[src/rtl/sad_pkg.sv]
// Shared types and helpers for the SAD best-match decision stage.
package sad_pkg;

  localparam int unsigned SAD_W_DEF = 32;

  typedef enum logic [1:0] {
    StIdle   = 2'd0,
    StSearch = 2'd1,
    StDone   = 2'd2
  } sad_state_e;

  // Number of candidate positions in a (2R+1)x(2R+1) search window.
  function automatic int unsigned ncand(input int unsigned r);
    return (2 * r + 1) * (2 * r + 1);
  endfunction

endpackage

[src/rtl/sad_raster_cnt.sv]
// Signed (x, y) raster counter over -SearchR..+SearchR in both axes.
// clear_i reloads (-R, -R); adv_i steps x, wrapping into the next row.
module sad_raster_cnt
  import sad_pkg::*;
#(
  parameter int unsigned SearchR = 4,
  parameter int unsigned MvW     = 5
) (
  input  logic                  clk_i,
  input  logic                  rst_i,
  input  logic                  clear_i,
  input  logic                  adv_i,
  output logic signed [MvW-1:0] x_o,
  output logic signed [MvW-1:0] y_o,
  output logic                  last_o
);

  localparam logic signed [MvW-1:0] MvMax = MvW'(SearchR);
  localparam logic signed [MvW-1:0] MvMin = -MvMax;

  logic signed [MvW-1:0] x_q, x_d, y_q, y_d;

  // Position register with synchronous reset to the window origin.
  always_ff @(posedge clk_i) begin
    if (rst_i) begin
      x_q <= MvMin;
      y_q <= MvMin;
    end else begin
      x_q <= x_d;
      y_q <= y_d;
    end
  end

  // Next position: clear wins over advance; x wraps at +R and bumps y.
  always_comb begin
    x_d = x_q;
    y_d = y_q;
    if (clear_i) begin
      x_d = MvMin;
      y_d = MvMin;
    end else if (adv_i) begin
      if (x_q == MvMax) begin
        x_d = MvMin;
        y_d = y_q + MvW'(1);
      end else begin
        x_d = x_q + MvW'(1);
      end
    end
  end

  assign x_o    = x_q;
  assign y_o    = y_q;
  assign last_o = (x_q == MvMax) && (y_q == MvMax);

endmodule

[src/rtl/sad_best_match.sv]
// Full-search motion-estimation decision stage: tracks the minimum SAD over a
// raster-ordered search window and reports its motion vector with a done pulse.
// Optional feature macro: SAD_BEST_MATCH_EARLY_TERM_EN (adds early_thresh input
// and stops the search at the first SAD <= early_thresh).
module sad_best_match
  import sad_pkg::*;
#(
  parameter int unsigned SAD_W    = SAD_W_DEF,
  parameter int unsigned SEARCH_R = 4,
  parameter int unsigned MV_W     = 5
) (
  input  logic                   clk,
  input  logic                   rst,
  input  logic                   start,
  input  logic                   sad_valid,
`ifdef SAD_BEST_MATCH_EARLY_TERM_EN
  input  logic [SAD_W-1:0]       early_thresh,
`endif
  input  logic [SAD_W-1:0]       sad_in,
  output logic                   sad_ready,
  output logic                   busy,
  output logic                   done,
  output logic [SAD_W-1:0]       best_sad,
  output logic signed [MV_W-1:0] best_mv_x,
  output logic signed [MV_W-1:0] best_mv_y,
  output logic [7:0]             cand_idx
);

  localparam logic signed [MV_W-1:0] MvMin = -(MV_W'(SEARCH_R));

  sad_state_e            state_q, state_d;
  logic [7:0]            cnt_q, cnt_d;
  logic [SAD_W-1:0]      min_sad_q, min_sad_d, best_sad_q, best_sad_d;
  logic signed [MV_W-1:0] min_x_q, min_x_d, min_y_q, min_y_d;
  logic signed [MV_W-1:0] best_x_q, best_x_d, best_y_q, best_y_d;
  logic signed [MV_W-1:0] cur_x, cur_y;
  logic                  cur_last, clear, xfer, stop;

  assign clear = (state_q == StIdle) && start;
  assign xfer  = (state_q == StSearch) && sad_valid;

  sad_raster_cnt #(
    .SearchR (SEARCH_R),
    .MvW     (MV_W)
  ) u_raster (
    .clk_i   (clk),
    .rst_i   (rst),
    .clear_i (clear),
    .adv_i   (xfer),
    .x_o     (cur_x),
    .y_o     (cur_y),
    .last_o  (cur_last)
  );

  // State, running minimum and published result registers.
  always_ff @(posedge clk) begin
    if (rst) begin
      state_q    <= StIdle;
      cnt_q      <= 8'd0;
      min_sad_q  <= '1;
      min_x_q    <= '0;
      min_y_q    <= '0;
      best_sad_q <= '1;
      best_x_q   <= '0;
      best_y_q   <= '0;
    end else begin
      state_q    <= state_d;
      cnt_q      <= cnt_d;
      min_sad_q  <= min_sad_d;
      min_x_q    <= min_x_d;
      min_y_q    <= min_y_d;
      best_sad_q <= best_sad_d;
      best_x_q   <= best_x_d;
      best_y_q   <= best_y_d;
    end
  end

  // FSM next-state, compare/latch and handshake outputs.
  always_comb begin
    state_d    = state_q;
    cnt_d      = cnt_q;
    min_sad_d  = min_sad_q;
    min_x_d    = min_x_q;
    min_y_d    = min_y_q;
    best_sad_d = best_sad_q;
    best_x_d   = best_x_q;
    best_y_d   = best_y_q;
    sad_ready  = 1'b0;
    busy       = 1'b0;
    done       = 1'b0;
    stop       = 1'b0;
    unique case (state_q)
      StIdle: begin
        if (start) begin
          cnt_d     = 8'd0;
          min_sad_d = '1;
          min_x_d   = MvMin;
          min_y_d   = MvMin;
          state_d   = StSearch;
        end
      end
      StSearch: begin
        sad_ready = 1'b1;
        busy      = 1'b1;
        if (xfer) begin
          cnt_d = cnt_q + 8'd1;
          // First transfer loads unconditionally so an all-ones window still has a winner.
          if ((cnt_q == 8'd0) || (sad_in < min_sad_q)) begin
            min_sad_d = sad_in;
            min_x_d   = cur_x;
            min_y_d   = cur_y;
          end
`ifdef SAD_BEST_MATCH_EARLY_TERM_EN
          if (sad_in <= early_thresh) begin
            min_sad_d = sad_in;
            min_x_d   = cur_x;
            min_y_d   = cur_y;
            stop      = 1'b1;
          end
`endif
          if (cur_last || stop) begin
            // Publish on entry to DONE so best_* are valid while done is high.
            best_sad_d = min_sad_d;
            best_x_d   = min_x_d;
            best_y_d   = min_y_d;
            state_d    = StDone;
          end
        end
      end
      StDone: begin
        done    = 1'b1;
        state_d = StIdle;
      end
      default: state_d = StIdle;
    endcase
  end

  assign best_sad  = best_sad_q;
  assign best_mv_x = best_x_q;
  assign best_mv_y = best_y_q;
  assign cand_idx  = cnt_q;

endmodule
[config.mk]
export PLATFORM = sky130hd
export DESIGN_NAME = sad_best_match
export DESIGN_NICKNAME = d
export VERILOG_FILES = /design/src/rtl/sad_pkg.sv /design/src/rtl/sad_raster_cnt.sv /design/src/rtl/sad_best_match.sv
export SDC_FILE = /design/constraint.sdc
export NUM_CORES = 1
export LEC_CHECK = 0
export ABC_AREA = 1
export BUFFER_PORTS_ARGS = -buffer_cell sky130_fd_sc_hd__buf_2
export CAP_MARGIN = 0
export CELL_PAD_IN_SITES_DETAIL_PLACEMENT = 0
export CELL_PAD_IN_SITES_GLOBAL_PLACEMENT = 2
export CORE_MARGIN = 10
export CORE_UTILIZATION = 34
export DETAILED_ROUTE_END_ITERATION = 10
export PLACE_DENSITY = 0.95
export SLEW_MARGIN = 30
export SYNTH_ARGS = -nofsm -noshare
export SYNTH_HDL_FRONTEND = slang
export SYNTH_SLANG_ARGS = --single-unit
[constraint.sdc]
create_clock -name clk -period 3.7 [get_ports clk]
set_clock_uncertainty 0.2 [all_clocks]
set_input_delay 0.74 -clock clk [delete_from_list [all_inputs] [get_ports clk]]
set_output_delay 0.74 -clock clk [all_outputs]
set_load 0.01 [all_outputs]
==> flow_summary_export.csv, run 1 <==
group,metric,value,unit
sta,layout_setup_ws,1.07,ns
cts,postCtsHoldBufs,0,
logic_synthesis,ys_seq_elements,104,
floorplan,pin_count,89,
critical_path,slowest_stage,"nand2_4",
final_layout,fin_nets,927,
cts,cts_max_level,3,
power_and_ir_drop,leakagePower,0.00329,uW
routing,drtIter0Drc,225,
routing,vias,5110,
sta,finalHoldViolations,0,
logic_synthesis,synthMuxAreaShare,0,
final_layout,regArea,2080,sq um
floorplan,initial_utilization,0.347,
critical_path,r2r_start,"min_sad_q[27]",
global_route,grt_max_degree,45,
place,portBuffers,88,
power_and_ir_drop,powerDensity,396,nW/um^2
final_layout,drive_above_1_share,0.150,
critical_path,path_max_fanout,42,
cts,cts_tree,"done",
logic_synthesis,synth_fp_nets,856,
sta,tightestPinTransition,0.620,ns
routing,ant_nets,0,
final_layout,area_growth,16.4,%
cts,clkTransAtPathRegs,0.07,ns
sta,setup-tns-final,0,ns
final_layout,diodes,0,
routing,dr.pass1.iters,5,
floorplan,dieArea,21600,sq um
logic_synthesis,syn_avg_cell_area,7.01,sq um
outcome,status,"complete, no violations",
final_layout,multi_input_area,2810,sq um
sta,finalSetupViolations,0,
sta,rsz0062_at_grt,"no",
routing,wl,15.5,mm
cts,cts_setup_buffers,0,
final_layout,fin_util,0.404,
cts,cts_inserted_buffers,9,
critical_path,worstSetupStartpointType,"primary input",
critical_path,crit_path_start,"sad_in[17]",
sta,fin_crit,2.63,ns
global_route,grt_usage,0.144,
floorplan,core_area,15800,sq um
global_route,grt_pass1_vias,5003,
cts,clock_latency,0.35,ns
logic_synthesis,synth_compound_area_frac,0.116,
floorplan,fp.dieW,147,microns
final_layout,fillers,1739,
final_layout,fin_cells,1075,
cts,cts-resized-gates,0,
cts,cts_root_buffer,"clkbuf_16",
critical_path,worstPathRequired,3.72,ns
floorplan,row_count,46,
critical_path,cpPeakStageDelay,0.41,ns
routing,wl_per_cell,14.4,microns
global_route,antenna_found_initial,0,
critical_path,crit_type,"primary input to register",
routing,vias_per_cell,4.75,
place,placed_cells,1058,
global_route,grt.overflow.total,0,
logic_synthesis,synth_warnings,0,
logic_synthesis,yosysSeqAreaShare,0.379,
logic_synthesis,syn_area,5490,sq um
logic_synthesis,synth_cell_types,30,
logic_synthesis,synth-xor-area-share,0.00319,
critical_path,cp.arrival,2.65,ns
floorplan,chipHeight,147,microns
logic_synthesis,synthAdderAreaFrac,0.0843,
place,gp_congestion,0.792,
sta,maxSlewViolCount,0,
logic_synthesis,synth_top_family_by_area,"simple AND/OR/NAND/NOR gates",
sta,max_freq,380,MHz
cts,cts_sinks,104,
cts,clockBufferDepth,2,
sta,finalCritPeriodShare,0.711,
routing,drc,0,
sta,slew_headroom,0.587,
power_and_ir_drop,peakVddDrop,0.000223,V
job,cap_violations,0,
logic_synthesis,synth_simple_gate_area_frac,0.307,
critical_path,cp_cell_sequence,"buf_2 -> ha_1 -> a21oi_1 -> o21ai_0 -> nand2_1 -> nand3_1 -> a21oi_2 -> nand2_4 -> nand2_4 -> nand2_1 -> nand3_1 -> a21oi_1",
global_route,grt_first_pass_wirelength,25.6,mm
min_path,hp-start,"min_x_q[0]",
place,post-place-ws,0.647,ns
critical_path,worst_setup_path_end_kind,"register",
logic_synthesis,syn_inst,783,
min_path,hold_path.class,"register to register",
place,dp_hpwl,10.5,mm
stage by stage:
stage | hold WS [ns] | area, sq um | total power, uW
6_report | 0.268 | 6390 | 2530
3_5_place_dp | 0.258 | 6080 | 1580
4_1_cts | 0.269 | 6380 | 2570
3_3_place_gp | 0.255 | 6080 | 1580
2_1_floorplan | 0.244 | 5490 | 1470
5_1_grt | 0.298 | 6390 | 2660
placed cells by master (no fill, tap or decap), types with 32 or more instances in the layout:
cell and n:
o21ai_0 50, a31oi_1 32, nand2_1 188, nand3_1 97, inv_1 102, ha_1 37
nor3_1 37, buf_2 88, dfxtp_1 104, a21oi_1 32, nor2_1 35
cells in the mapped netlist, drive strengths merged:
cell type,n,area share
clkinv,3,0.0021
nor4,2,0.0023
a211oi,1,0.0014
nand2,191,0.13
nor3,37,0.034
inv,106,0.073
nand4,6,0.0068
nor2,41,0.040
clkbuf,18,0.012
a21boi,1,0.0021
xor2,2,0.0032
o21ai,50,0.046
ha,37,0.084
nand3,97,0.088
a21oi,33,0.031
dfxtp,104,0.38
or2,2,0.0023
buf,20,0.022
a31oi,32,0.036
per-layer routing:
metal / track usage / part of all wire / up-vias
li1: - / - / 2719
met1: 0.182 / 0.47 / 2288
met2: 0.236 / 0.47 / 90
met3: 0.0307 / 0.052 / 13
met4: 0.0525 / 0.014 / 0
met5: 0 / 0 / -
worst max-delay path, delay by kind of cell:
kind	cells	cell delay (ns)
simple gates	6	0.92
compound gates	4	0.56
fa+ha+maj	1	0.30
buf+inv	1	0.12
registers in the layout (all words and copies together), names as in the netlist:
signal and flops:
best_mv_x 5, best_mv_y 5, best_sad 32, cand_idx 8
min_sad_q 32, min_x_q 5, min_y_q 5, state_q 2
u_raster.x_o 5, u_raster.y_o 5
final timing paths:
| kind | slack, ns | depth (start not counted) | endpoint |
|---|---|---|---|
| max | 1.07 | 12 | min_y_q[1] |
| min | 0.27 | 2 | min_x_q[0] |
| max reg2reg | 1.19 | 12 | min_y_q[1] |
| min reg2reg | 0.27 | 2 | min_x_q[0] |
report_power, final:
part           switching (uW)  total (uW)  leakage, uW  internal [uW]
sequential               21.7        1180     0.000849           1160
clock                     422         982     0.000150            560
combinational             245         367      0.00229            121
cell type report:
class / count / share of cell area
clock buffer: 13 / 0.0407
sequential: 104 / 0.326
tap: 216 / 0.0423
inverter: 109 / 0.0644
multi-input combinational: 532 / 0.439
clock inverter: 3 / 0.00627
timing repair buffer: 98 / 0.0813
logic make-up (layout without fill, tap and decap cells):
kind of cell | count (synthesis) | after routing
compound gates | 117 | 117
flops | 104 | 104
xor+xnor | 2 | 2
fa+ha+maj | 37 | 37
buf+inv | 147 | 223
simple gates | 376 | 376
No activity file was read; power rests on OpenSTA's default activity.
==> inputs of run 2 (changes only) <==
CORE_UTILIZATION = 28   (was 34)
PLACE_DENSITY = 0.85   (was 0.95)
clock period = 2.1 ns   (was 3.7 ns; I/O delays follow)
==> run 2 against run 1 <==
The flow now finishes with violations (setup timing). Clock power is 77% higher. Utilization fell by 0.53 points. Clock-buffer cell count fell by 4.
==> flow_summary_export.csv, run 2 (synthesized netlist as in run 1, its figures left out) <==
group,metric,value,unit
critical_path,ff2ff_path_depth,15,
cts,cts_sinks,104,
sta,finalSetupViolations,84,
final_layout,drive_above_1_share,0.370,
place,gp_congestion,0.777,
global_route,grt_first_pass_wirelength,28.5,mm
final_layout,diodes,0,
cts,clock_latency,0.36,ns
routing,dr.pass1.iters,4,
sta,tightestPinTransition,0.453,ns
sta,finalHoldViolations,0,
routing,wl_per_cell,15.2,microns
critical_path,r2r_start,"min_sad_q[5]",
global_route,grt_max_degree,57,
final_layout,fin_nets,974,
critical_path,crit_type,"register to register",
floorplan,initial_utilization,0.283,
routing,wl,17.8,mm
critical_path,worstSetupStartpointType,"register",
min_path,min_to,"best_sad[18]",
cts,clockBufferDepth,2,
power_and_ir_drop,leakagePower,0.00359,uW
routing,vias_per_cell,4.61,
critical_path,r2r_end,"best_mv_x[1]",
power_and_ir_drop,peakVddDrop,0.000363,V
routing,ant_nets,0,
cts,postCtsHoldBufs,0,
min_path,holdPathStages,3,
sta,fin_crit,2.24,ns
sta,layout_setup_ws,-0.140,ns
floorplan,core_area,19400,sq um
critical_path,worst_setup_path_end_kind,"register",
cts,cts_inserted_buffers,9,
job,cap_violations,0,
global_route,grt_usage,0.135,
place,portBuffers,88,
sta,timing.hold.ws,0.154,ns
critical_path,r2r_slack,-0.14,ns
routing,drtIter0Drc,237,
place,post-place-ws,-0.332,ns
final_layout,most-common-layout-cells,"143 x nand2_1, 88 x buf_2, 87 x inv_1",
sta,maxSlewViolCount,0,
critical_path,worstPathRequired,2.14,ns
floorplan,row_count,51,
critical_path,path_max_fanout,7,
place,post_dp_cell_area,6540,sq um
sta,slew_headroom,0.697,
cts,cts_max_level,3,
final_layout,design_area,7730,sq um
sta,max_freq,446,MHz
power_and_ir_drop,powerDensity,617,nW/um^2
final_layout,layout_commonest_cell,"nand2_1",
outcome,status,"finished, violations left",
routing,vias,5397,
global_route,antenna_found_initial,0,
sta,finalCritPeriodShare,1.07,
cts,cts_root_buffer,"clkbuf_16",
cts,clkTransAtPathRegs,0.08,ns
critical_path,cp.arrival,2.28,ns
floorplan,dieArea,25600,sq um
global_route,grt.overflow.total,0,
sta,setup-tns-final,-7.70,ns
place,dp_hpwl,12.1,mm
routing,drc,0,
final_layout,area_growth,40.8,%
min_path,hold_path.class,"primary input to register",
sta,rsz0062_at_grt,"yes",
floorplan,pin_count,89,
min_path,hp-start,"sad_in[18]",
cts,cts_tree,"done",
floorplan,fp.dieW,160,microns
global_route,grt_pass1_vias,5411,
floorplan,chipHeight,160,microns
outcome,violations,"setup timing",
==> run 2: cell types whose count changed in the layout (fill, tap and decap cells not counted), moves of 17 or more <==
cell	delta
nand3_2	+40
ha_1	-18
nand2_1	-45
nand3_1	-45
dfxtp_2	+19
ha_4	+17
dfxtp_1	-19
nand2_2	+29
buf_4	+34
==> run 2: what timing repair did <==
action,CTS,global route
gates resized for setup,118,72
cloned,2,2
endpoints found under the hold margin,0,0
endpoints found under the setup margin,86,84
setup buffers,6,0
pin swaps,4,24
==> run 2: critical path, stage by stage (launching register included) <==
cell	delay, ns
dfxtp_2	0.34
inv_2	0.05
ha_4	0.21
a21oi_2	0.14
nor2_1	0.05
nor3_1	0.17
nand2_1	0.09
nand2_1	0.08
nand2_2	0.06
nand2_2	0.10
nand2_4	0.10
nand2_8	0.16
clkbuf_16	0.19
nand2_2	0.06
nand3_2	0.05
a21oi_1	0.07
==> run 2: worst max-delay path by stage <==
stage,startpoint,to,slack [ns],cells after the start
after floorplan,sad_in[17],min_x_q[0],-0.005,12
after global placement,sad_in[5],best_mv_y[1],-0.32,15
after detailed placement,sad_in[5],best_mv_y[1],-0.33,15
after CTS,min_sad_q[5],min_sad_q[22],-0.07,16
after global routing,min_sad_q[22],min_sad_q[26],-0.31,14
final,min_sad_q[5],best_mv_x[1],-0.14,15
==> run 2: layer usage <==
| layer | global-route usage | up-vias | routed length, microns |
|---|---|---|---|
| li1 | - | 2795 | - |
| met1 | 0.172 | 2501 | 8570 |
| met2 | 0.224 | 79 | 8370 |
| met3 | 0.0249 | 22 | 556 |
| met4 | 0.0472 | 0 | 327 |
| met5 | 0 | - | 0 |
==> run 2: final cells by class <==
cell class,count,area (sq um)
multi-input combinational,532,3550
fill,2062,11700
clock buffer,9,225
timing repair buffer,145,1030
tap,265,332
inverter,109,413
clock inverter,7,70.1
sequential,104,2110
==> run 2: power by group <==
part	internal [uW]	switching (uW)	total (uW)	leakage (uW)
logic	367	568	935	0.00260
clock network	926	811	1740	0.000146
registers	2050	46.9	2100	0.000843
==> run 2: metrics by stage <==
step	utilization	std cells	total power [uW]
finish	0.398	1171	4770
global placement	0.337	1147	2870
global route	0.398	1171	5030
floorplan	-	783	2600
detailed placement	0.337	1147	2870
CTS	0.382	1171	4790
==> inputs of run 3 (changes only) <==
CORE_ASPECT_RATIO = 0.7   (was not set)
CORE_MARGIN = 5   (was 10)
==> run 3 against run 2 <==
The flow still finishes with violations (setup timing). Sequential cell count did not move. Global-route usage is 1.4 points higher. Non-clock buffer count stayed put. Worst setup slack got worse by 0.038 ns. Critical path depth down 1. Utilization grew 0.064 points. Clock power is 9% lower. Routed wire length rose by 0.56%. Die area shrank 12%. Register-to-register slack worse by 0.04 ns. Maximum frequency fell by 1.7%. Critical path type unchanged. Critical endpoint is now min_sad_q[31].
==> flow_summary_export.csv, run 3 (synthesized netlist as in run 1, its figures left out) <==
group,metric,value,unit
final_layout,fin_nets,974,
final_layout,multi_input_area,3400,sq um
sta,maxSlewViolCount,0,
routing,wl,17.9,mm
routing,vias,5417,
sta,rsz0062_at_grt,"yes",
place,post-place-ws,-0.319,ns
global_route,grt_pass1_vias,4969,
global_route,antenna_found_initial,0,
cts,clkTransAtPathRegs,0.07,ns
global_route,grt_max_degree,46,
sta,fin_crit,2.28,ns
routing,drc,0,
cts,clockBufferDepth,2,
critical_path,worst_setup_path_end_kind,"register",
final_layout,area_growth,38.7,%
floorplan,pin_count,89,
sta,max_freq,439,MHz
routing,drtIter0Drc,260,
final_layout,regArea,2110,sq um
cts,cts_tree,"done",
power_and_ir_drop,peakVddDrop,0.000330,V
place,portBuffers,88,
global_route,grt_usage,0.150,
cts,clock_latency,0.35,ns
final_layout,fillers,1979,
power_and_ir_drop,power.total,4630,uW
outcome,violations,"setup timing",
sta,layout_setup_ws,-0.178,ns
sta,finalCritPeriodShare,1.08,
power_and_ir_drop,powerDensity,608,nW/um^2
place,gp_congestion,0.813,
cts,cts_root_buffer,"clkbuf_16",
global_route,grt.overflow.total,0,
global_route,grt_first_pass_wirelength,27.1,mm
final_layout,diodes,0,
final_layout,most-common-layout-cells,"148 x nand2_1, 93 x inv_1, 88 x buf_2",
sta,setup-tns-final,-8.10,ns
floorplan,row_count,42,
critical_path,crit_type,"register to register",
power_and_ir_drop,leakagePower,0.00360,uW
sta,tightestPinTransition,0.345,ns
min_path,holdPathStages,3,
sta,finalSetupViolations,84,
outcome,status,"finished, violations left",
final_layout,design_area,7610,sq um
cts,cts_max_level,3,
place,post_dp_cell_area,6550,sq um
critical_path,ff2ff_path_depth,14,
final_layout,layout_commonest_cell,"nand2_1",
floorplan,core_area,19100,sq um
floorplan,initial_utilization,0.288,
sta,finalHoldViolations,0,
critical_path,crit_path_start,"min_sad_q[20]",
floorplan,fp.dieW,177,microns
critical_path,worstSetupStartpointType,"register",
place,dp_hpwl,12.0,mm
critical_path,r2r_start,"min_sad_q[20]",
routing,wl_per_cell,15.3,microns
critical_path,cp.arrival,2.32,ns
cts,cts_inserted_buffers,9,
min_path,hp-start,"start",
final_layout,drive_above_1_share,0.339,
critical_path,path_max_fanout,10,
floorplan,dieArea,22500,sq um
critical_path,worstPathRequired,2.14,ns
min_path,hold_path.class,"primary input to register",
final_layout,fin_util,0.399,
sta,slew_headroom,0.770,
floorplan,chipHeight,127,microns
routing,vias_per_cell,4.63,
job,cap_violations,0,
routing,dr.pass1.iters,5,
routing,ant_nets,0,
cts,cts_sinks,104,
run 3: where the power goes:
group / internal (uW) / total (uW) / leakage (uW) / switching, uW
Clock: 836 / 1590 / 0.000130 / 756
Sequential: 2050 / 2100 / 0.000842 / 42.9
Combinational: 380 / 944 / 0.00262 / 563
run 3: area by class of cell:
| class | count | share of cell area |
|---|---|---|
| Multi-Input combinational cell | 532 | 0.447 |
| Sequential cell | 104 | 0.277 |
| Timing Repair Buffer | 145 | 0.143 |
| Inverter | 109 | 0.0546 |
| Tap cell | 264 | 0.0434 |
| Clock buffer | 13 | 0.0329 |
| Clock inverter | 3 | 0.00230 |
run 3: routing by layer:
metal,global-route usage,part of all wire,up-vias,routed length [microns]
met1,0.231,0.53,2450,9520
met5,0,0,-,0
li1,-,-,2815,-
met4,0.0245,0.0069,0,123
met2,0.214,0.40,140,7190
met3,0.0337,0.061,12,1090
run 3: final timing paths:
path / endpoint / slack (ns)
setup / recovery: min_sad_q[31] / -0.18
hold reg to reg: min_y_q[0] / 0.27
setup reg to reg: min_sad_q[31] / -0.18
hold / removal: state_q[0] / 0.16
run 3: repair_timing:
item                       4_1_cts  5_1_grt
gates resized for setup         39      116
buffers inserted                 1        2
cloned                           0        5
hold buffers                     0        0
setup endpoints to repair       84       85
pin swaps                        5       30
run 3: critical path, stage by stage, from the launching register on:
cell and delay [ns]:
dfxtp_2 0.36, inv_2 0.06, ha_4 0.25, nand2_2 0.05, nor2_2 0.11, nand4_1 0.15, nor2_4 0.19, nand2_4 0.09
nand2_8 0.13, nand2_8 0.11, clkbuf_16 0.19, nand2_1 0.08, nand3_1 0.08, nand2_1 0.07, nand2_1 0.04
run 3: metrics by stage:
stage	hold WS, ns	cells
6_report	0.156	1170
5_1_grt	0.171	1170
4_1_cts	0.149	1163
3_5_place_dp	0.256	1146
3_3_place_gp	0.254	1146
2_1_floorplan	0.244	783
